File: src/rtl/pe_reconf_pkg.sv
// pe_reconf_pkg
// Shared types and constants for the PE partial-reconfiguration sequencer:
// the sequencer state encoding and the header length field location within
// a 64-bit flit.
package pe_reconf_pkg;

  localparam int FLIT_W  = 64;
  localparam int LEN_LSB = 0;
  localparam int LEN_W   = 16;

  typedef enum logic [2:0] {
    ST_IDLE,
    ST_DRAIN,
    ST_GRANT,
    ST_BUSY,
    ST_RESET
  } state_e;

endpackage

File: src/rtl/pe_pkt_track.sv
// pe_pkt_track
// Per-channel packet boundary tracker. Follows transferred beats only
// (valid_i=1, bp_i=0). A header carries the payload beat count in its length
// field; while payload beats remain the channel is "in a packet".
//
// Ports:
//   clk_i        clock
//   rst_ni       synchronous active-low reset
//   valid_i      beat valid (PE side)
//   bp_i         backpressure seen by the PE
//   clear_i      drop any tracked packet (PE is being reset)
//   len_i        header length field of the current beat
//   in_pkt_o     registered in-packet flag
//   in_pkt_nxt_o in-packet flag as it will be after this cycle
module pe_pkt_track
  import pe_reconf_pkg::*;
(
  input  logic             clk_i,
  input  logic             rst_ni,
  input  logic             valid_i,
  input  logic             bp_i,
  input  logic             clear_i,
  input  logic [LEN_W-1:0] len_i,
  output logic             in_pkt_o,
  output logic             in_pkt_nxt_o
);

  logic [LEN_W-1:0] rem_q, rem_d;
  logic             in_pkt_q, in_pkt_d;
  logic             xfer;

  assign xfer = valid_i & ~bp_i;

  always_comb begin
    rem_d    = rem_q;
    in_pkt_d = in_pkt_q;
    if (clear_i) begin
      rem_d    = '0;
      in_pkt_d = 1'b0;
    end else if (xfer) begin
      if (in_pkt_q) begin
        rem_d = rem_q - 1'b1;
        if (rem_q == LEN_W'(1)) in_pkt_d = 1'b0;
      end else if (len_i != '0) begin
        // Header with payload: a zero-length header is a complete packet.
        rem_d    = len_i;
        in_pkt_d = 1'b1;
      end
    end
  end

  always_ff @(posedge clk_i) begin
    if (!rst_ni) begin
      rem_q    <= '0;
      in_pkt_q <= 1'b0;
    end else begin
      rem_q    <= rem_d;
      in_pkt_q <= in_pkt_d;
    end
  end

  assign in_pkt_o     = in_pkt_q;
  assign in_pkt_nxt_o = in_pkt_d;

endmodule

File: src/rtl/pe_reconf_seq.sv
// pe_reconf_seq
// Makes partial reconfiguration of the PE safe: on a request it stops new PE
// packets at packet boundaries, lets in-flight packets finish, grants the
// ICAP, waits for the bitstream load, pulses the PE reset and then releases
// traffic. Data is a combinational wire-through; only valid/bp are gated,
// and the gating is derived from registered state.
//
// Optional feature: define PE_RECONF_TIMEOUT_EN to add a per-state watchdog
// (DRAIN/GRANT/BUSY) that forces the RESET phase and sets TIMEOUT_ERR.
//
// Ports:
//   CLK, RST_N       clock, synchronous active-low reset
//   RECONF_REQ       single-cycle reconfiguration request
//   RECONF_GNT       ICAP may drive the PE region
//   RECONF_DONE      single-cycle completion pulse
//   ICAP_BUSY        ICAP is loading the bitstream
//   SOF_RST          router PE reset, passed through to PE_RST
//   PE_RST           reset to the PE
//   PE_Q_IN/_VALID_IN, PE_Q_BP_OUT    PE side of the output channels
//   PE_Q_OUT/_VALID_OUT, PE_Q_BP_IN   router side of the output channels
//   TIMEOUT_ERR      sticky watchdog flag
module pe_reconf_seq
  import pe_reconf_pkg::*;
#(
  parameter int NumCh         = 2,
  parameter int RstCycles     = 16,
  parameter int TimeoutCycles = 65536
) (
  input  logic                    CLK,
  input  logic                    RST_N,
  input  logic                    RECONF_REQ,
  output logic                    RECONF_GNT,
  output logic                    RECONF_DONE,
  input  logic                    ICAP_BUSY,
  input  logic                    SOF_RST,
  output logic                    PE_RST,
  input  logic [FLIT_W*NumCh-1:0] PE_Q_IN,
  input  logic [NumCh-1:0]        PE_Q_VALID_IN,
  output logic [NumCh-1:0]        PE_Q_BP_OUT,
  output logic [FLIT_W*NumCh-1:0] PE_Q_OUT,
  output logic [NumCh-1:0]        PE_Q_VALID_OUT,
  input  logic [NumCh-1:0]        PE_Q_BP_IN,
  output logic                    TIMEOUT_ERR
);

  localparam logic [7:0] RstLast = 8'(RstCycles);

  state_e           state_q, state_d;
  logic [7:0]       rcnt_q, rcnt_d;
  logic [NumCh-1:0] in_pkt, in_pkt_nxt, blk;
  logic             rst_pulse;
  logic             wd_fire;

  // RESET lasts RstCycles cycles of PE reset plus one blocked DONE cycle.
  assign rst_pulse   = (state_q == ST_RESET) && (rcnt_q != RstLast);
  assign PE_RST      = SOF_RST | rst_pulse;
  assign RECONF_DONE = (state_q == ST_RESET) && (rcnt_q == RstLast);
  assign RECONF_GNT  = (state_q == ST_GRANT) || (state_q == ST_BUSY);
  assign PE_Q_OUT    = PE_Q_IN;

  for (genvar c = 0; c < NumCh; c++) begin : g_ch
    // During DRAIN only channels mid-packet may continue.
    assign blk[c] = (state_q == ST_DRAIN) ? ~in_pkt[c] : (state_q != ST_IDLE);
    assign PE_Q_VALID_OUT[c] = PE_Q_VALID_IN[c] & ~blk[c];
    assign PE_Q_BP_OUT[c]    = PE_Q_BP_IN[c] | blk[c];

    // A PE held in reset has no packet in flight, whatever its cause.
    pe_pkt_track u_track (
      .clk_i        (CLK),
      .rst_ni       (RST_N),
      .valid_i      (PE_Q_VALID_IN[c]),
      .bp_i         (PE_Q_BP_OUT[c]),
      .clear_i      (PE_RST),
      .len_i        (PE_Q_IN[c*FLIT_W+LEN_LSB +: LEN_W]),
      .in_pkt_o     (in_pkt[c]),
      .in_pkt_nxt_o (in_pkt_nxt[c])
    );
  end

  always_comb begin
    state_d = state_q;
    rcnt_d  = '0;
    unique case (state_q)
      ST_IDLE:  if (RECONF_REQ) state_d = ST_DRAIN;
      // Look at next-cycle in_pkt so GNT rises right after the last beat.
      ST_DRAIN: if (in_pkt_nxt == '0) state_d = ST_GRANT;
      ST_GRANT: if (ICAP_BUSY) state_d = ST_BUSY;
      ST_BUSY:  if (!ICAP_BUSY) state_d = ST_RESET;
      ST_RESET: begin
        rcnt_d = rcnt_q + 8'd1;
        if (rcnt_q == RstLast) begin
          state_d = ST_IDLE;
          rcnt_d  = '0;
        end
      end
      default:  state_d = ST_IDLE;
    endcase
    if (wd_fire) begin
      state_d = ST_RESET;
      rcnt_d  = '0;
    end
  end

  always_ff @(posedge CLK) begin
    if (!RST_N) begin
      state_q <= ST_IDLE;
      rcnt_q  <= '0;
    end else begin
      state_q <= state_d;
      rcnt_q  <= rcnt_d;
    end
  end

`ifdef PE_RECONF_TIMEOUT_EN
  localparam logic [31:0] WdLimit = 32'(TimeoutCycles - 1);

  logic [31:0] wd_q, wd_d;
  logic        err_q, err_d;
  logic        wd_run;

  assign wd_run  = (state_q == ST_DRAIN) || (state_q == ST_GRANT) || (state_q == ST_BUSY);
  assign wd_fire = wd_run && (wd_q == WdLimit);

  always_comb begin
    wd_d  = wd_q;
    err_d = err_q;
    if (state_d != state_q) wd_d = '0;
    else if (wd_run)        wd_d = wd_q + 32'd1;
    if (wd_fire) err_d = 1'b1;
    else if ((state_q == ST_IDLE) && RECONF_REQ) err_d = 1'b0;
  end

  always_ff @(posedge CLK) begin
    if (!RST_N) begin
      wd_q  <= '0;
      err_q <= 1'b0;
    end else begin
      wd_q  <= wd_d;
      err_q <= err_d;
    end
  end

  assign TIMEOUT_ERR = err_q;
`else
  assign wd_fire = 1'b0;
  // No watchdog: the flag is constant 0 (a negative limit never occurs).
  assign TIMEOUT_ERR = (TimeoutCycles < 0);
`endif

endmodule

File: config.mk
export PLATFORM = sky130hd
export DESIGN_NAME = pe_reconf_seq
export DESIGN_NICKNAME = d
export VERILOG_FILES = /design/src/rtl/pe_reconf_pkg.sv /design/src/rtl/pe_pkt_track.sv /design/src/rtl/pe_reconf_seq.sv
export SDC_FILE = /design/constraint.sdc
export NUM_CORES = 1
export LEC_CHECK = 0
export ABC_CLOCK_PERIOD_IN_PS = 2570
export BUFFER_PORTS_ARGS = -buffer_cell sky130_fd_sc_hd__buf_2
export CORE_AREA = 2 2 105 107
export CTS_CLUSTER_SIZE = 16
export DETAILED_ROUTE_END_ITERATION = 7
export DIE_AREA = 0 0 107 109
export GPL_TIMING_DRIVEN = 0
export HOLD_SLACK_MARGIN = 0.15
export MAX_ROUTING_LAYER = met4
export PLACE_DENSITY = 0.7
export SLEW_MARGIN = 30
export SYNTH_ARGS = -nofsm -noshare
export SYNTH_HDL_FRONTEND = slang
export SYNTH_SLANG_ARGS = --single-unit
File: constraint.sdc
create_clock -name CLK -period 2.57 [get_ports CLK]
set_input_delay 0.1285 -clock CLK [delete_from_list [all_inputs] [get_ports CLK]]
set_output_delay 0.1285 -clock CLK [all_outputs]
set_load 0.02 [all_outputs]
After elaboration in Yosys (flattened, before gate mapping). Index checks and enable logic that the tools add are counted.

Add/subtract/negate cells: 3. Equality and inequality tests: 13. Muxes and demuxes: 22. Bitwise operators: 15. Reduce and logical (&&, ||, !) cells: 15.

Operators with widths (number): $mux W16 (4); $eq A16 B1 Y1 const B (2); $reduce_bool A16 Y1 (2); $sub A16 B1 Y16 const B (2); $mux W3 (5); $pmux W3 S5 (1); $mux W1 (12); $add A8 B1 Y8 const B (1); $eq A8 B5 Y1 const B (1); $ne A8 B5 Y1 const B (1); $not A1 Y1 (8); $eq A3 B2 Y1 const B (2); $ne A2 B2 Y1 const B (3); $reduce_and A5 Y1 (1); $and A1 B1 Y1 (4); $ne A2 B1 Y1 const B (2); $reduce_and A2 Y1 (2); $reduce_bool A2 Y1 (2); $eq A3 B1 Y1 const B (1); $eq A3 B3 Y1 const B (1); $logic_not A3 Y1 (1); $or A1 B1 Y1 (3); $reduce_bool A3 Y1 (1); $reduce_or A3 Y1 (1); other kinds (4) (5).

Register bits after elaboration: 45. Output and inout bits: 136.

Logic depth before layout (Yosys ltp). Gate-level depths: netlist (run 1).

Word-level depth: 10. Gate-level depth with buffers: 9.

Modules after synthesis. A second synthesis (run 1) with hierarchy kept.

Cells, all modules: 496. Area, all modules: 4037.6 µm².

By module, submodules not included: pe_pkt_track (times used 2, cells each 150, area each 1227.4 µm², seq. area each 340.3 µm²); pe_reconf_seq (times used 1, cells each 196, area each 1582.8 µm², seq. area each 220.2 µm²).

Worst setup path after synthesis (run 1). No wires, ideal clock.

Kind: reg2reg. Start: register g_ch[0].u_track.rem_q[0]. End: register g_ch[0].u_track.rem_q[14]. Library setup time: 0.119 ns. Data arrival time: 1.972 ns. Slack: 0.479 ns. Cell stages (with the launch flop): 10. Path buffers: 1. Clock period less this slack: 2.091 ns. Cells stage by stage: dfxtp_1 -> inv_1 -> ha_1 -> or3b_4 -> or3_1 -> buf_6 -> nor4_4 -> a31oi_1 -> nor2_1 -> nor3_2.

Longest elaborated chain between the ends: 2.

RTL lines: start, declared (RTL line pe_pkt_track.sv:28) `logic [LEN_W-1:0] rem_q, rem_d;`; start signal, assigned (RTL line pe_pkt_track.sv:57) `rem_q <= rem_d;`; $sub A16 B1 Y16 (RTL line pe_pkt_track.sv:42) `rem_d = rem_q - 1'b1;`; $mux W16 (RTL line pe_pkt_track.sv:41) `if (in_pkt_q) begin`.

Every way passes these cells. A chain may end at the register's enable or synchronous reset.

Worst setup path in the final report (run 1).
Start: register g_ch[0].u_track.rem_q[1]. End: register g_ch[0].u_track.rem_q[14].

Same word-level chain as after synthesis.

==> summary.txt, run 1 <==
Max rail drop VDD: 0.202 mV
Placed insts: 812
Worst-path clk slew: 0.09 ns
Global placement routability congestion: 0.887
Largest net degree at the start of global routing: 16
Clk_skew: 0.00531 ns
Post-layout util: 47.6%
GRT Util Overall: 17.6%
Initial Utilization: 36.2%
R2R Setup Slk: 0.29 ns
Number of max-cap violations: 0
Synth area leader: buf_4
Placeable Area: 10600 sq um
H-tree lvl count: 2
Sequential share of power: 34.8%
Min-delay src: ICAP_BUSY
Nets: 826
IO Pins: 273
Initial DRC Count: 179
Cell count after synthesis: 497
Die Ht: 109 um
Post-Synth Adder-Cell Area: 1.96%
Internal power: 1.39 mW
Clk Latency, worst-skew pair: 0.30 ns
Root Buffer: clkbuf_8
CP required: 2.76 ns
Filler instances: 1033
FF/Latch Area: 901 sq um
Tcrit/Tclk final: 88.8%
Top post-synthesis cells by area: buf_4 (26%), dfxtp_1 (23%), nor2_1 (4.6%), nand2_1 (4.3%), a22oi_1 (2.7%)
Register area share after synthesis: 23.5%
Worst-Margin Slew: 0.695 ns
Post-synth cell types: 63
Largest family of logic cells by synthesized area: buffers and inverters
First-pass GRT wire length: 16300 um
WL final: 10500 um
Leakage power: 2.45 nW
Hold crit path type: in -> reg
Crit-path max cell delay: 0.42 ns
Post-Syn Area per Cell: 7.72 sq um
Worst setup SP type: flip-flop
DR vias/cell: 4.86
EDFF count, synth: 0
Top cells by count, synth: buf_4 (132), nor2_1 (47), dfxtp_1 (45)
Layout Cells excl Fill: 825
Worst Reg-to-Reg Cells: 9
Ratio of cells with drive above 1 in the final layout: 50.0%
Setup bufs post-CTS: 0
Synth Cell Area: 3840 sq um
Via Count: 4012
Port Buffer Count: 175
Synthesis-to-finish area growth: 31.5%
Crit-path cells: inv_1 -> ha_1 -> or3b_4 -> or3_1 -> buf_6 -> nor4_4 -> a31oi_1 -> nor2_1 -> nor3_2
CTS Buf Count: 5
Top cell type's share of synthesized area: 25.8%
Area of the multi-input gates: 1790 sq um
Switching power: 746 uW
Gr ovfl total: 0
Standard-cell rows: 38
Fin. Hold Viols: 0
Max FO, Critical Path: 7
CP Class: reg -> reg
# setup viols final: 0
Logic gate share of total power: 39.3%
Hold buffers post-CTS: 4
Worst endpoint data arrival time: 2.48 ns
Post-Synth XOR/XNOR Area: 1.37%
Final slew viol count: 0
Most frequent cell after synthesis: buf_4
Asr flop ratio synth: 0%
Post-synthesis register bit count: 45
Worst Hold Path EP: state_q[0]
Ys flop type: dfxtp_1
Vias in the first global route: 3562
Post-layout min period: 2.28 ns
Synth Net Count: 640
Hold Path Depth: 3
R2R Path Start: g_ch[0].u_track.rem_q[1]
CTS Sinks: 45
Area share of and/or/nand/nor cells after synthesis: 24.2%
Slowest-stage cell, CP: or3b_4
F_max: 0.438 GHz
Clock tree buffer depth: 2
Post-detailed-route wirelength per cell: 12.8 um
Die width: 107 um
Clock power share: 25.9%
Mux cell area share after synthesis: 0.554%
PD cells: 423 nW/um^2
Max_slew headroom: 53.3%
Final ANT Viol Nets: 0
Die area: 11700 sq um
Worst R2R End: g_ch[0].u_track.rem_q[14]
CTS tree: done
Status: finished, final reports clean
CP Capture Type: flip-flop
Compound-Gate Fraction of Synth Area: 18.5%
Total of warnings raised by yosys: 0
DRC: 0
Pre-antenna DRT Iters: 4
RSZ-0062 raised after global routing: false
Initial antenna violation count: 1
Post-CTS sizing: 0
DP HPWL: 8330 um
Setup TNS: 0 ns
Sw frac: 35.0%
[worst max-delay path: cells and delay by family (launching register included)]
| kind | cells | cell delay (ns) |
|---|---|---|
| buf+inv | 2 | 0.30 |
| fa+ha+maj | 1 | 0.20 |
| compound gates | 1 | 0.13 |
| simple gates | 5 | 1.20 |
| flops | 1 | 0.34 |
[state kept, by name (all words and copies together), names as in the netlist]
| register | flops |
|---|---|
| rcnt_q | 8 |
| g_ch.u_track.in_pkt_o | 2 |
| state_q | 3 |
| g_ch.u_track.rem_q | 32 |
[logic make-up (layout without fill, tap and decap cells)]
| group | after synthesis | in the layout |
|---|---|---|
| compound gates | 106 | 106 |
| xor+xnor | 6 | 6 |
| fa+ha+maj | 6 | 6 |
| buf+inv | 162 | 349 |
| flops | 45 | 45 |
| mux | 2 | 2 |
| other cells | 1 | 2 |
| simple gates | 169 | 169 |
[layer usage]
metal  GRT usage [%]  routed length, um  up-vias
li1                -                  -     1981
met4            4.55                 71        0
met1            20.5               4240     1807
met2            31.4               5230      216
met5               -                  0        -
met3            2.87                995        8
[power groups by stage]
stage	clock, mW	combinational (mW)	sequential [mW]
2_1_floorplan	0	0.607	0.752
3_3_place_gp	0	0.820	0.756
3_5_place_dp	0	0.832	0.759
4_1_cts	0.566	0.839	0.742
5_1_grt	0.599	0.905	0.747
6_report	0.552	0.839	0.743
[final cells by class]
| type | instances | share of cell area, % |
|---|---|---|
| antenna | 1 | 0.0496 |
| buffer | 150 | 21.8 |
| clock buffer | 5 | 1.36 |
| clock inverter | 3 | 0.918 |
| inverter | 12 | 0.893 |
| multi-input combinational | 290 | 35.5 |
| sequential | 45 | 17.9 |
| tap | 140 | 3.47 |
| timing repair buffer | 179 | 18.2 |
[cells in the final DEF, fill, tap and decap left out, types with 4 or more instances in the layout]
master / count
xor2_1: 5
buf_2: 181
a211oi_1: 11
o21ai_1: 6
a21o_1: 4
a21oi_1: 19
buf_4: 132
nor2b_1: 5
nor3_1: 10
dlygate4sd3_1: 4
and3_1: 6
nand2_1: 44
nand2b_1: 4
o22ai_1: 7
dfxtp_1: 45
nor2_1: 47
nand3_1: 11
or3_1: 6
ha_1: 6
inv_1: 11
clkbuf_1: 8
o31ai_1: 8
a22oi_1: 14
clkbuf_8: 5
nor4_1: 9
o21ai_0: 17
[stage by stage]
step | hold slack [ns] | power, mW | cell area [sq um] | setup WS, ns
final | 0.169 | 2.13 | 5040 | 0.288
after global routing | 0.205 | 2.25 | 5040 | 0.156
after CTS | 0.164 | 2.15 | 5040 | 0.285
after detailed placement | 0.406 | 1.59 | 4890 | 0.308
after global placement | 0.395 | 1.58 | 4890 | 0.346
after floorplan | 0.246 | 1.36 | 3840 | 0.479
[how the worst max path moves through the flow]
stage | from | end | slack, ns | depth (start not counted)
2_1_floorplan | g_ch[0].u_track.rem_q[0] | g_ch[0].u_track.rem_q[14] | 0.48 | 9
3_3_place_gp | g_ch[0].u_track.rem_q[0] | g_ch[0].u_track.rem_q[14] | 0.35 | 9
3_5_place_dp | g_ch[0].u_track.rem_q[0] | g_ch[0].u_track.rem_q[14] | 0.31 | 9
4_1_cts | g_ch[0].u_track.rem_q[1] | g_ch[0].u_track.rem_q[14] | 0.28 | 9
5_1_grt | g_ch[0].u_track.rem_q[0] | g_ch[0].u_track.rem_q[14] | 0.16 | 9
6_report | g_ch[0].u_track.rem_q[1] | g_ch[0].u_track.rem_q[14] | 0.29 | 9
No activity file was read; power rests on OpenSTA's default activity.
==> run 2: changes to the inputs <==
--- a/config.mk
+++ b/config.mk
@@ -15,6 +15,8 @@
 export HOLD_SLACK_MARGIN = 0.15
 export MAX_ROUTING_LAYER = met4
 export PLACE_DENSITY = 0.7
+export SETUP_SLACK_MARGIN = 0.5
+export SKIP_LAST_GASP = 1
 export SLEW_MARGIN = 30
 export SYNTH_ARGS = -nofsm -noshare
 export SYNTH_HDL_FRONTEND = slang
==> run 2 against run 1 <==
Net effect: setup slack better by 0.28 ns; utilization rose by 1.6 points; clock skew rose by 0.0071 ns; register-to-register slack gained 0.28 ns; final cell count is 0.61% higher; final area grew 3.3%; maximum frequency grew 14%; flip-flop and latch count did not move; die area is the same; sequential power about the same.
==> summary.txt, run 2 (same netlist as run 1, synthesis figures left out) <==
Post-Place Worst Slack: 0.374 ns (+0.0659 ns)
Max_slew headroom: 55.1% (+1.8 points)
Clk_skew: 0.0124 ns (+0.00708 ns)
Worst Reg-to-Reg Cells: 8 (-1)
Die area: 11700 sq um (unchanged)
Most frequent cells in the layout: buf_2 (179), buf_4 (138), nor2_1 (46)
CTS Buf Count: 5 (unchanged)
CTS Sinks: 45 (unchanged)
Clock power share: 25.5% (-0.4 points)
Max rail drop VDD: 0.322 mV (+59%)
DP HPWL: 8380 um (+0.49%)
Clock tree buffer depth: 2 (unchanged)
Largest Register: g_ch.u_track.rem_q
Max FO, Critical Path: 7 (unchanged)
Top flop regs: g_ch.u_track.rem_q: 32 flops, rcnt_q: 8 flops, state_q: 3 flops
Post-layout min period: 2.01 ns (-0.277 ns)
Ratio of cells with drive above 1 in the final layout: 53.2% (+3.2 points)
Area of the multi-input gates: 1880 sq um (+4.9%)
Min-delay src: ICAP_BUSY
CTS tree: done
Final ANT Viol Nets: 0 (unchanged)
R2R Path Start: g_ch[0].u_track.rem_q[0]
Final Cell Area: 5210 sq um (+3.3%)
Number of max-cap violations: 0 (unchanged)
Initial Utilization: 36.2% (unchanged)
Worst-Margin Slew: 0.670 ns (-0.0256 ns)
Logic gate share of total power: 40.3% (+1.0 points)
Nets: 832 (+0.73%)
CP required: 2.75 ns (about the same)
Status: finished, final reports clean
F_max: 0.499 GHz (+14%)
Pre-antenna DRT Iters: 4 (unchanged)
Tcrit/Tclk final: 78.0% (-11 points)
Fin. Hold Viols: 0 (unchanged)
Final slew viol count: 0 (unchanged)
Hold Path Depth: 3 (unchanged)
Worst Hold Path EP: state_q[0]
Initial antenna violation count: 0 (-1)
GRT Util Overall: 17.2% (-0.38 points)
RSZ-0062 raised after global routing: false
IO Pins: 273 (unchanged)
Sequential share of power: 34.3% (-0.5 points)
Hold crit path type: in -> reg
Worst-path clk slew: 0.10 ns (about the same)
Die width: 107 um (unchanged)
Clk Latency, worst-skew pair: 0.30 ns (about the same)
PD cells: 416 nW/um^2 (-1.6%)
DR vias/cell: 4.98 (+2.3%)
Largest net degree at the start of global routing: 16 (unchanged)
Number of flip-flops in the largest register: 32 (unchanged)
Port Buffer Count: 175 (unchanged)
Global placement routability congestion: 0.929 (+4.7%)
Worst setup SP type: flip-flop
Layout Cells excl Fill: 830 (+0.61%)
Standard-cell rows: 38 (unchanged)
Worst endpoint data arrival time: 2.18 ns (-0.30 ns)
Filler instances: 1024 (-0.87%)
# diodes: 0 (-1)
Placeable Area: 10600 sq um (unchanged)
Initial DRC Count: 140 (-22%)
FF/Latch Area: 912 sq um (+1.3%)
WL final: 10800 um (+2.9%)
R2R Setup Slk: 0.56 ns (+0.28 ns)
Sw frac: 35.0% (+0.078 points)
Final worst setup slack: 0.564 ns (+0.277 ns)
# setup viols final: 0 (unchanged)
DRC: 0 (unchanged)
Synthesis-to-finish area growth: 35.9%
Setup TNS: 0 ns (unchanged)
CP Class: reg -> reg
Post-DP Area: 4890 sq um (unchanged)
Commonest non-fill, non-tap cell in the layout: buf_2
CP Capture Type: flip-flop
Vias in the first global route: 3631 (+1.9%)
Root Buffer: clkbuf_8
H-tree lvl count: 2 (unchanged)
Worst R2R End: g_ch[0].u_track.rem_q[10]
Switching power: 760 uW (+1.9%)
Internal power: 1.41 mW (+1.5%)
Via Count: 4130 (+2.9%)
Die Ht: 109 um (unchanged)
Gr ovfl total: 0 (unchanged)
Placed insts: 812 (unchanged)
Leakage power: 2.51 nW (+2.6%)
First-pass GRT wire length: 16100 um (-1.2%)
Post-detailed-route wirelength per cell: 13.1 um (+2.3%)
run 2: layout make-up:
type	count	share of cell area, %
Tap cell	140	3.36
Clock buffer	5	1.32
Buffer	150	21.5
Timing Repair Buffer	185	18.4
Multi-Input combinational cell	290	36.0
Clock inverter	3	0.888
Inverter	12	0.960
Sequential cell	45	17.5
run 2: worst max-delay path: stages (launching register included):
cell	delay, ns
dfxtp_4	0.36
inv_4	0.07
ha_4	0.13
or3b_4	0.38
or3_4	0.34
buf_8	0.15
o31a_1	0.23
o21ai_1	0.14
a21oi_1	0.08
run 2: stage by stage:
stage               hold slack (ns)  utilization [%]  total power, mW
CTS                           0.170             47.9             2.15
finish                        0.169             49.2             2.17
floorplan                     0.246                -             1.36
global placement              0.394             46.1             1.58
detailed placement            0.403             46.1             1.59
global route                  0.184             49.2             2.27
run 2: what timing repair did:
action,CTS,global route
hold buffers,4,0
endpoints found under the setup margin,22,34
buffers inserted,3,3
pin swaps,1,9
cloned,0,0
resized for setup,7,29
endpoints found under the hold margin,6,0
run 2: metal layers:
layer	GRT usage (%)	wire (um)	part of all wire [%]
met2	31.1	5440	50
met4	3.62	104	0.96
met1	20.5	4320	40
met3	2.27	970	8.9
met5	-	0	0
run 2: worst max path at each step:
stage               cells after the start  slack [ns]                   endpoint                     start
global placement                        9        0.39  g_ch[0].u_track.rem_q[14]  g_ch[0].u_track.rem_q[0]
CTS                                     9        0.43  g_ch[0].u_track.rem_q[14]  g_ch[0].u_track.rem_q[0]
finish                                  8        0.56  g_ch[0].u_track.rem_q[10]  g_ch[0].u_track.rem_q[0]
detailed placement                      9        0.37  g_ch[0].u_track.rem_q[14]  g_ch[0].u_track.rem_q[0]
floorplan                               9        0.52  g_ch[0].u_track.rem_q[14]  g_ch[0].u_track.rem_q[0]
global route                            8        0.48  g_ch[0].u_track.rem_q[10]  g_ch[0].u_track.rem_q[0]
run 2: power by group through the flow:
stage          Sequential (mW)  Clock, mW  Combinational [mW]
6_report                 0.743      0.552               0.874
5_1_grt                  0.747      0.589               0.936
4_1_cts                  0.741      0.561               0.848
3_5_place_dp             0.758          0               0.834
3_3_place_gp             0.757          0               0.821
2_1_floorplan            0.752          0               0.608
